$ cat src/rtl/dmem_pkg.sv
// dmem_pkg: size codes, tracker entry layout and byte-lane helpers shared by the issue unit.
package dmem_pkg;
  typedef enum logic [1:0] {SZ_B = 2'd0, SZ_H = 2'd1, SZ_W = 2'd2, SZ_D = 2'd3} sz_e;
  typedef struct packed {
    logic       ld;
    logic       se;
    sz_e        size;
    logic [2:0] off;
  } trk_t;
  function automatic logic misaligned(input sz_e sz, input logic [2:0] a);
    return sz == SZ_H ? a[0] : sz == SZ_W ? |a[1:0] : sz == SZ_D ? |a : 1'b0;
  endfunction
  // Helpers work on the 64-bit superset; callers truncate to DATA_W.
  function automatic logic [7:0] strobe(input sz_e sz, input logic [2:0] off);
    logic [7:0] m;
    m = sz == SZ_B ? 8'h01 : sz == SZ_H ? 8'h03 : sz == SZ_W ? 8'h0F : 8'hFF;
    return m << off;
  endfunction
  function automatic logic [63:0] replicate(input sz_e sz, input logic [63:0] d);
    return sz == SZ_B ? {8{d[7:0]}} : sz == SZ_H ? {4{d[15:0]}} : sz == SZ_W ? {2{d[31:0]}} : d;
  endfunction
  function automatic logic [63:0] extend(input sz_e sz, input logic se, input logic [63:0] r);
    return sz == SZ_B ? {{56{se & r[7]}}, r[7:0]} :
           sz == SZ_H ? {{48{se & r[15]}}, r[15:0]} :
           sz == SZ_W ? {{32{se & r[31]}}, r[31:0]} : r;
  endfunction
endpackage

$ cat src/rtl/dmem_trk_fifo.sv
// dmem_trk_fifo: in-order tracker of issued requests with occupancy count and broadcast discard.
module dmem_trk_fifo #(
  parameter int W = 12,
  parameter int DEPTH = 4,
  localparam int PW = DEPTH > 1 ? $clog2(DEPTH) : 1,
  localparam int CW = $clog2(DEPTH) + 1
) (
  input  logic          clk,
  input  logic          resetn,
  input  logic          push,
  input  logic [W-1:0]  din,
  input  logic          pop,
  input  logic          discard_all,
  output logic [W-1:0]  dout,
  output logic          dout_discard,
  output logic [CW-1:0] count
);
  logic [W-1:0]     r_mem [DEPTH];
  logic [DEPTH-1:0] r_disc;
  logic [PW-1:0]    r_wp, r_rp;
  logic [CW-1:0]    r_cnt;
  function automatic logic [PW-1:0] nxt(input logic [PW-1:0] p);
    return p == PW'(DEPTH - 1) ? '0 : p + 1'b1;
  endfunction
  always_ff @(posedge clk) begin
    if (!resetn) begin
      r_wp   <= '0;
      r_rp   <= '0;
      r_cnt  <= '0;
      r_disc <= '0;
    end else begin
      if (push) r_wp <= nxt(r_wp);
      if (pop) r_rp <= nxt(r_rp);
      r_cnt <= r_cnt + CW'(push) - CW'(pop);
      if (discard_all) r_disc <= '1;
      if (push) r_disc[r_wp] <= discard_all;
    end
  end
  always_ff @(posedge clk)
    if (push) r_mem[r_wp] <= din;
  assign dout         = r_mem[r_rp];
  assign dout_discard = r_disc[r_rp];
  assign count        = r_cnt;
endmodule

$ cat src/rtl/dmem_req_issue.sv
// dmem_req_issue: one-entry hold register issuing loads/stores onto an SRAM-like bus,
// tracking outstanding requests and returning aligned, extended load data in order.
module dmem_req_issue
  import dmem_pkg::*;
#(
  parameter int DATA_W = 32,
  parameter int ADDR_W = 32,
  parameter int MAX_OUTSTANDING = 4,
  parameter int RD_W = 5
) (
  input  logic                clk,
  input  logic                resetn,
  input  logic                in_valid,
  output logic                in_ready,
  input  logic                in_ld,
  input  logic                in_st,
  input  logic [1:0]          in_size,
  input  logic                in_se,
  input  logic [ADDR_W-1:0]   in_addr,
  input  logic [DATA_W-1:0]   in_wdata,
  input  logic [RD_W-1:0]     in_rd,
  input  logic                flush,
  output logic                req,
  output logic                wr,
  output logic [1:0]          size,
  output logic [DATA_W/8-1:0] wstrb,
  output logic [ADDR_W-1:0]   addr,
  output logic [DATA_W-1:0]   wdata,
  input  logic                addr_ok,
  input  logic                data_ok,
  input  logic [DATA_W-1:0]   rdata,
  output logic                rsp_valid,
  output logic [DATA_W-1:0]   rsp_data,
  output logic [RD_W-1:0]     rsp_rd,
  output logic                exc_ale,
  output logic [ADDR_W-1:0]   exc_badv
);
  localparam int NB = DATA_W / 8;
  localparam int OW = $clog2(NB);
  localparam int CW = $clog2(MAX_OUTSTANDING) + 1;
  localparam int TW = $bits(trk_t) + RD_W;
  logic              r_hv, r_ld, r_st, r_se, r_ale;
  sz_e               r_size;
  logic [ADDR_W-1:0] r_addr;
  logic [DATA_W-1:0] r_wdata;
  logic [RD_W-1:0]   r_rd;
  logic              w_leave, w_accept, w_push, w_pop, w_disc;
  logic [2:0]        w_off;
  logic [CW-1:0]     w_cnt;
  logic [TW-1:0]     w_dout;
  trk_t              w_new, w_trk;
  logic [RD_W-1:0]   w_rd;
  assign w_leave  = (req & addr_ok) | exc_ale;
  assign in_ready = ~flush & (~r_hv | w_leave);
  assign w_accept = in_valid & in_ready;
  always_ff @(posedge clk) begin
    if (!resetn) begin
      r_hv    <= 1'b0;
      r_ld    <= 1'b0;
      r_st    <= 1'b0;
      r_se    <= 1'b0;
      r_ale   <= 1'b0;
      r_size  <= SZ_B;
      r_addr  <= '0;
      r_wdata <= '0;
      r_rd    <= '0;
    end else if (flush) begin
      r_hv <= 1'b0;
    end else if (w_accept) begin
      r_hv    <= 1'b1;
      r_ld    <= in_ld;
      r_st    <= in_st;
      r_se    <= in_se;
      r_ale   <= misaligned(sz_e'(in_size), in_addr[2:0]);
      r_size  <= sz_e'(in_size);
      r_addr  <= in_addr;
      r_wdata <= in_wdata;
      r_rd    <= in_rd;
    end else if (w_leave) begin
      r_hv <= 1'b0;
    end
  end
  // Bus outputs come straight from the hold register so they stay put until addr_ok.
  assign w_off    = 3'(r_addr[OW-1:0]);
  assign req      = r_hv & ~r_ale & (w_cnt < CW'(MAX_OUTSTANDING)) & ~flush;
  assign wr       = r_st;
  assign size     = r_size;
  assign addr     = r_addr;
  assign wstrb    = r_st ? NB'(strobe(r_size, w_off)) : '0;
  assign wdata    = DATA_W'(replicate(r_size, 64'(r_wdata)));
  assign exc_ale  = r_hv & r_ale & ~flush;
  assign exc_badv = exc_ale ? r_addr : '0;
  assign w_new    = '{ld: r_ld, se: r_se, size: r_size, off: w_off};
  assign w_push   = req & addr_ok;
  assign w_pop    = data_ok & (w_cnt != '0);
  dmem_trk_fifo #(.W(TW), .DEPTH(MAX_OUTSTANDING)) u_trk (
    .clk(clk), .resetn(resetn), .push(w_push), .din({w_new, r_rd}), .pop(w_pop),
    .discard_all(flush), .dout(w_dout), .dout_discard(w_disc), .count(w_cnt)
  );
  assign {w_trk, w_rd} = w_dout;
  assign rsp_valid = w_pop & w_trk.ld & ~w_disc & ~flush;
  assign rsp_data  = rsp_valid ? DATA_W'(extend(w_trk.size, w_trk.se, 64'(rdata) >> {w_trk.off, 3'b000})) : '0;
  assign rsp_rd    = rsp_valid ? w_rd : '0;
  always_ff @(posedge clk)
    if (resetn && data_ok) assert (w_cnt != '0);
endmodule

$ cat config.mk
export PLATFORM = sky130hd
export DESIGN_NAME = dmem_req_issue
export DESIGN_NICKNAME = d
export VERILOG_FILES = /design/src/rtl/dmem_pkg.sv /design/src/rtl/dmem_trk_fifo.sv /design/src/rtl/dmem_req_issue.sv
export SDC_FILE = /design/constraint.sdc
export NUM_CORES = 1
export LEC_CHECK = 0
export ABC_AREA = 1
export BUFFER_PORTS_ARGS = -buffer_cell sky130_fd_sc_hd__buf_2
export CAP_MARGIN = 20
export CELL_PAD_IN_SITES_DETAIL_PLACEMENT = 1
export CELL_PAD_IN_SITES_GLOBAL_PLACEMENT = 2
export CORE_MARGIN = 4
export CORE_UTILIZATION = 26
export DETAILED_ROUTE_END_ITERATION = 8
export PLACE_DENSITY = 0.82
export SYNTH_ARGS = -nofsm -noshare
export SYNTH_HDL_FRONTEND = slang
export SYNTH_SLANG_ARGS = --single-unit
$ cat constraint.sdc
create_clock -name clk -period 2.7 [get_ports clk]
set_clock_uncertainty 0.2 [all_clocks]
set_input_delay 0.54 -clock clk [delete_from_list [all_inputs] [get_ports clk]]
set_output_delay 0.54 -clock clk [all_outputs]
set_load 0.05 [all_outputs]
==> results.yml, run 1 <==
clocking:
  cts_max_level: 4
  cts_buffers: 17
  root_buffer: "clkbuf_16"
  insertion_delay_ns: 0.42
  clk_pin_slew_ns: 0.07
  clockBufferDepth: 2
  cts_tree: "yes"
  cts_sinks: 133
global_routing:
  met1_usage_pct: 20.4
  grt_pass1_vias: 7202
  busiest_layer: "met2"
  antenna_found_initial: 5
  grt_pass1_wl_microns: 38700
  grt.total_usage_pct: 18.3
  grt-ovfl-total: 0
  grtUsageMet2_pct: 32.4
  met3_usage_pct: 6.99
  grt_max_degree: 65
sta:
  setup_viol: 37
  relSlewSlack_pct: 46.4
  slew_violations: 0
  worst-slew-pin-transition_ns: 0.804
  hold_violations: 0
  fin_crit_sh_pct: 112
  rsz0062_at_grt: "true"
  holdWs_ns: 0.157
  fin_ws_ns: -0.318
  finalCriticalPeriod_ns: 3.02
  max_freq_mhz: 331
worst_setup_path:
  end_kind: "output pin"
  arrival_ns: 2.28
  path_max_fanout: 5
  worstSetupPathType: "flop to output pin"
  cpMaxStageDelayCell: "dfxtp_4"
  worstSetupStartpointType: "flop"
  path_cells: "inv_6 > buf_6 > nand2_4 > nand3_4 > buf_6 > nand3_2 > nand3_2 > nand3_2 > nand2_4 > nand3_4 > buf_8 > nor2_4 > buf_8"
  crit_top_cell: "nand3_2"
  required_ns: 1.96
  max_stage_delay_ns: 0.38
die:
  die_area_sq_um: 27000
  pin_count: 256
  initial_utilization_pct: 26.8
  num_rows: 56
  die_w_microns: 164
  core-area_sq_um: 23800
  die_h_microns: 164
synth:
  syn_area_per_cell_sq_um: 7.61
  ys_ff_latch: 133
  yosys.area_share.adder_pct: 1.50
  yosys_warnings: 0
  syn_nets: 955
  synthMuxAreaShare_pct: 0
  synth-simple-area-share_pct: 18.8
  ys.flop_type: "dfxtp_1"
  yosys.area.top_type: "dfxtp_1"
  synthesis.area_sq_um: 6360
  synth_top_family_by_area: "compound AO/OA/AOI/OAI gates"
  synthXorXnorAreaFrac_pct: 0.138
  synth_edf_count: 44
  yosys.cell_types.count: 35
  syn-instance-count: 836
  synth-compound-area-share_pct: 19.9
  synthTopCellsByArea: "dfxtp_1 28%, edfxtp_1 21%, nand2_1 9.7%"
  yosysTopAreaCellShare_pct: 28.0
  synthArstFlopShare_pct: 0
  ys_seq_area_share_pct: 48.8
placed_design:
  dpl_worst_slack_ns: -0.0468
  gp_congestion: 0.822
  dpl.hpwl_microns: 17900
  dp_cells: 1395
  port_buffers: 255
finish:
  layout.nets: 1244
  final_common_cell: "buf_2"
  drive_above_1_share_pct: 40.9
  fillers: 2886
  fin_cells: 1461
  layout_common_cells: "217 x buf_2, 150 x nand2_1, 100 x o21ai_0"
  area_delta_synth_final_pct: 55.2
power_and_ir_drop:
  power.density_nw_per_um2: 823
  power_frac_clock_pct: 29.8
  switchingPower_mw: 3.29
  vdd_ir_drop_max_uv: 391
  power_switching_share_pct: 40.6
  combinationalPowerShare_pct: 41.8
  leakage_nw: 4.44
  p_int_mw: 4.83
  p_seq_share_pct: 28.4
job:
  drv_cap: 0
hold_path:
  holdCritPathClass: "input port to flop"
drt:
  ant_nets: 0
  dr.pass1.iters: 4
  vias: 6752
  drc: 0
  drt_iter0_markers: 295
  wl_per_cell_microns: 17.4
  routed_via_density: 4.62
  wl_microns: 25500
outcome:
  status: "complete, but fails checks"
  violations: "setup timing"
==> kinds of logic (layout without fill, tap and decap cells) <==
family | after synthesis | count (layout)
adder cells (fa/ha/maj) | 7 | 7
buffers and inverters | 158 | 460
flip-flops | 133 | 133
other | 0 | 4
XOR/XNOR | 1 | 1
AND/OR/NAND/NOR | 295 | 295
AO/OA/AOI/OAI | 242 | 242
==> stage by stage <==
step	area, sq um	power, mW	util (%)	setup TNS, ns
final	9870	8.12	41.5	-8.18
after global routing	9860	8.60	41.5	-12.61
after CTS	9580	7.91	40.3	-6.32
after detailed placement	8150	4.80	34.3	-0.0468
after global placement	8150	4.78	34.3	0
after floorplan	6430	4.03	-	-5.53
==> metal layers <==
layer | wire length [microns] | share of wire (%) | vias up
met5 | 43 | 0.17 | -
met4 | 418 | 1.6 | 6
met3 | 2020 | 7.9 | 35
met2 | 13000 | 51 | 196
met1 | 9980 | 39 | 3208
li1 | - | - | 3307
==> synthesized netlist by cell type, drive strengths merged (2+ instances only) <==
master and count:
nor2 99, o21ai 115, inv 101, o211ai 8, o31ai 3, a21oi 108, o22ai 2, buf 28
clkbuf 28, nand2 168, dfxtp 89, a211oi 2, ha 6, nand3 26, edfxtp 44
==> state kept, by name, summed over array words and instances (netlist names), named ones only <==
register and count:
r_hv 1, u_trk.r_disc 4, u_trk.r_wp 2, r_se 1, u_trk.r_rp 2, wr 1
u_trk.count 3, addr 32, r_ale 1, size 2, r_ld 1, u_trk.r_mem 44
r_rd 5, r_wdata 32
==> power by group through the flow <==
stage / clock network [mW] / logic [mW] / registers (mW)
after CTS: 2.48 / 3.12 / 2.30
after global routing: 2.58 / 3.70 / 2.32
final: 2.42 / 3.40 / 2.30
after detailed placement: 0 / 2.47 / 2.33
after global placement: 0 / 2.46 / 2.32
after floorplan: 0 / 1.60 / 2.43
==> path summary, 6_finish.rpt <==
| check | start | end | slack (ns) | cells after the start |
|---|---|---|---|---|
| worst max-delay path | flop | rsp_data[23] | -0.32 | 13 |
| worst min-delay path | in_ld | r_ld | 0.16 | 3 |
| worst max register to register | u_trk.count[1] | u_trk.count[2] | 0.54 | 10 |
| worst min register to register | r_wdata[28] | r_wdata[28] | 0.26 | 2 |
==> layout make-up <==
class	instances	area [sq um]	area share, %
inverter	102	398	4.03
tap	319	399	4.05
multi-input combinational	545	3040	30.8
sequential	133	3110	31.5
clock buffer	17	425	4.31
clock inverter	15	186	1.89
timing repair buffer	326	2290	23.2
antenna	4	10.0	0.101
==> worst max-delay path: cells and delay by family (launching register included) <==
kind | cells | cell delay [ns]
and+or+nand+nor | 8 | 0.82
buffers and inverters | 5 | 0.64
DFF | 1 | 0.38
==> repair_timing <==
action / in CTS / in global routing
resized for setup: 190 / 47
pin swaps: 14 / 11
hold buffers: 0 / 0
setup buffers: 18 / 12
endpoints found under the setup margin: 38 / 47
gates cloned: 1 / 1
No activity file was read; power rests on OpenSTA's default activity.
==> inputs of run 2 (changes only) <==
- CELL_PAD_IN_SITES_DETAIL_PLACEMENT: 1 -> not set
- CELL_PAD_IN_SITES_GLOBAL_PLACEMENT: 2 -> not set
- CORE_UTILIZATION: 26 -> 49
- PLACE_DENSITY: 0.82 -> 0.83
==> run 2 against run 1 <==
The flow still finishes with violations (setup timing); setup slack improved by 0.063 ns; routed wire length is 16% lower; largest cell class unchanged; maximum frequency increased by 2.1%; clock-buffer cell count grew 1.
==> results.yml, run 2 (synthesis gave the netlist of run 1 again) <==
drt:
  ant_nets: 0
  drc: 0
  drt_iter0_markers: 700
  wl_met2_microns: 11400
  top_layer: "met5"
  wl_microns: 21500
  wl_met1_microns: 7930
  wl_met3_microns: 1700
  dr.pass1.iters: 6
  wl_per_cell_microns: 16.7
  vias: 6831
  routed_via_density: 5.29
die:
  die_area_sq_um: 14900
  die_w_microns: 122
  num_rows: 41
  core-area_sq_um: 12700
  die_h_microns: 122
  pin_count: 256
  initial_utilization_pct: 50.2
global_routing:
  grt-ovfl-total: 0
  grt_max_degree: 74
  antenna_found_initial: 1
  grt_pass1_wl_microns: 31300
  grt.total_usage_pct: 26.8
  grt_pass1_vias: 6275
placed_design:
  gp_congestion: 0.885
  dp_cells: 1242
  dpl_worst_slack_ns: 0.0914
  port_buffers: 255
  dpl.hpwl_microns: 13600
  postPlaceCellArea_sq_um: 7940
sta:
  finalCriticalPeriod_ns: 2.96
  fin_ws_ns: -0.255
  finalSetupTns_ns: -7.76
  worst-slew-pin-transition_ns: 0.707
  setup_viol: 38
  slew_violations: 0
  fin_crit_sh_pct: 109
  max_freq_mhz: 338
  hold_violations: 0
  relSlewSlack_pct: 52.8
  holdWs_ns: 0.179
  rsz0062_at_grt: "true"
worst_setup_path:
  path_max_fanout: 8
  crit_top_cell: "buf_4"
  required_ns: 1.96
  end_kind: "output pin"
  worstSetupPathType: "flop to output pin"
  worstSetupStartpointType: "flop"
  cpMaxStageDelayCell: "dfxtp_4"
  arrival_ns: 2.22
  max_stage_delay_ns: 0.41
  path_cells: "inv_6 > buf_4 > o21ai_0 > o22a_1 > nand2_1 > inv_2 > nand2_2 > buf_4 > nand2_4 > nor2_1 > buf_4"
finish:
  diodes: 0
  largest_reg_flops: 44
  layout_common_cells: "215 x buf_2, 144 x nand2_1, 103 x o21ai_0"
  drive_above_1_share_pct: 39.4
  largest_register: "u_trk.r_mem"
  layout.nets: 1226
  postLayoutCellArea_sq_um: 9440
  final_common_cell: "buf_2"
  area_delta_synth_final_pct: 48.4
  fin_cells: 1292
job:
  drv_cap: 0
power_and_ir_drop:
  leakage_nw: 4.35
  vdd_ir_drop_max_uv: 554
  power.density_nw_per_um2: 840
clocking:
  cts_tree: "yes"
  cts_buffers: 17
  cts_sinks: 133
  root_buffer: "clkbuf_16"
  ctsHoldBuffers: 0
  insertion_delay_ns: 0.41
  clockBufferDepth: 2
  cts_max_level: 4
  clk_pin_slew_ns: 0.06
hold_path:
  holdCritPathClass: "input port to flop"
outcome:
  violations: "setup timing"
  status: "complete, but fails checks"
[run 2: report_power, final]
| group | internal, mW | switching, mW |
|---|---|---|
| clock | 1.54 | 0.852 |
| sequential | 2.20 | 0.107 |
| combinational | 1.10 | 2.13 |
| total | 4.84 | 3.09 |
[run 2: critical path, delay by kind of cell, from the launching register on]
kind,cells,cell delay [ns]
compound gates,2,0.37
flops,1,0.41
simple gates,4,0.37
buf+inv,5,0.64
[run 2: metrics by stage]
step                      power (mW)  util [%]
final                           7.93      74.5
after global placement          4.63      62.6
after detailed placement        4.65      62.6
after CTS                       7.51      72.3
after global routing            8.28      74.5
after floorplan                 4.03         -
[run 2: worst paths after layout]
kind                   from             end  slack [ns]  cells after the start
max reg2reg  u_trk.count[1]  u_trk.count[2]        0.55                     10
max                    flop    rsp_data[14]       -0.26                     11
min                   in_ld            r_ld        0.18                      3
min reg2reg     r_wdata[29]     r_wdata[29]        0.25                      2
[run 2: timing repair]
item / in CTS / in global routing
endpoints found under the setup margin: 38 / 41
gates resized for setup: 150 / 62
gates cloned: 3 / 0
setup buffers: 10 / 5
pin swaps: 14 / 15
[run 2: cell type report]
class	instances	area [sq um]
fill	906	3230
sequential	133	3110
multi-input combinational	545	3000
timing repair buffer	308	2100
clock buffer	18	429
inverter	102	393
tap	172	215
clock inverter	14	183
[run 2: metal layers]
metal / GRT usage, % / up-vias
met1: 31.3 / 3115
li1: - / 3264
met5: 0 / -
met4: 7.84 / 2
met2: 47.5 / 394
met3: 7.89 / 56
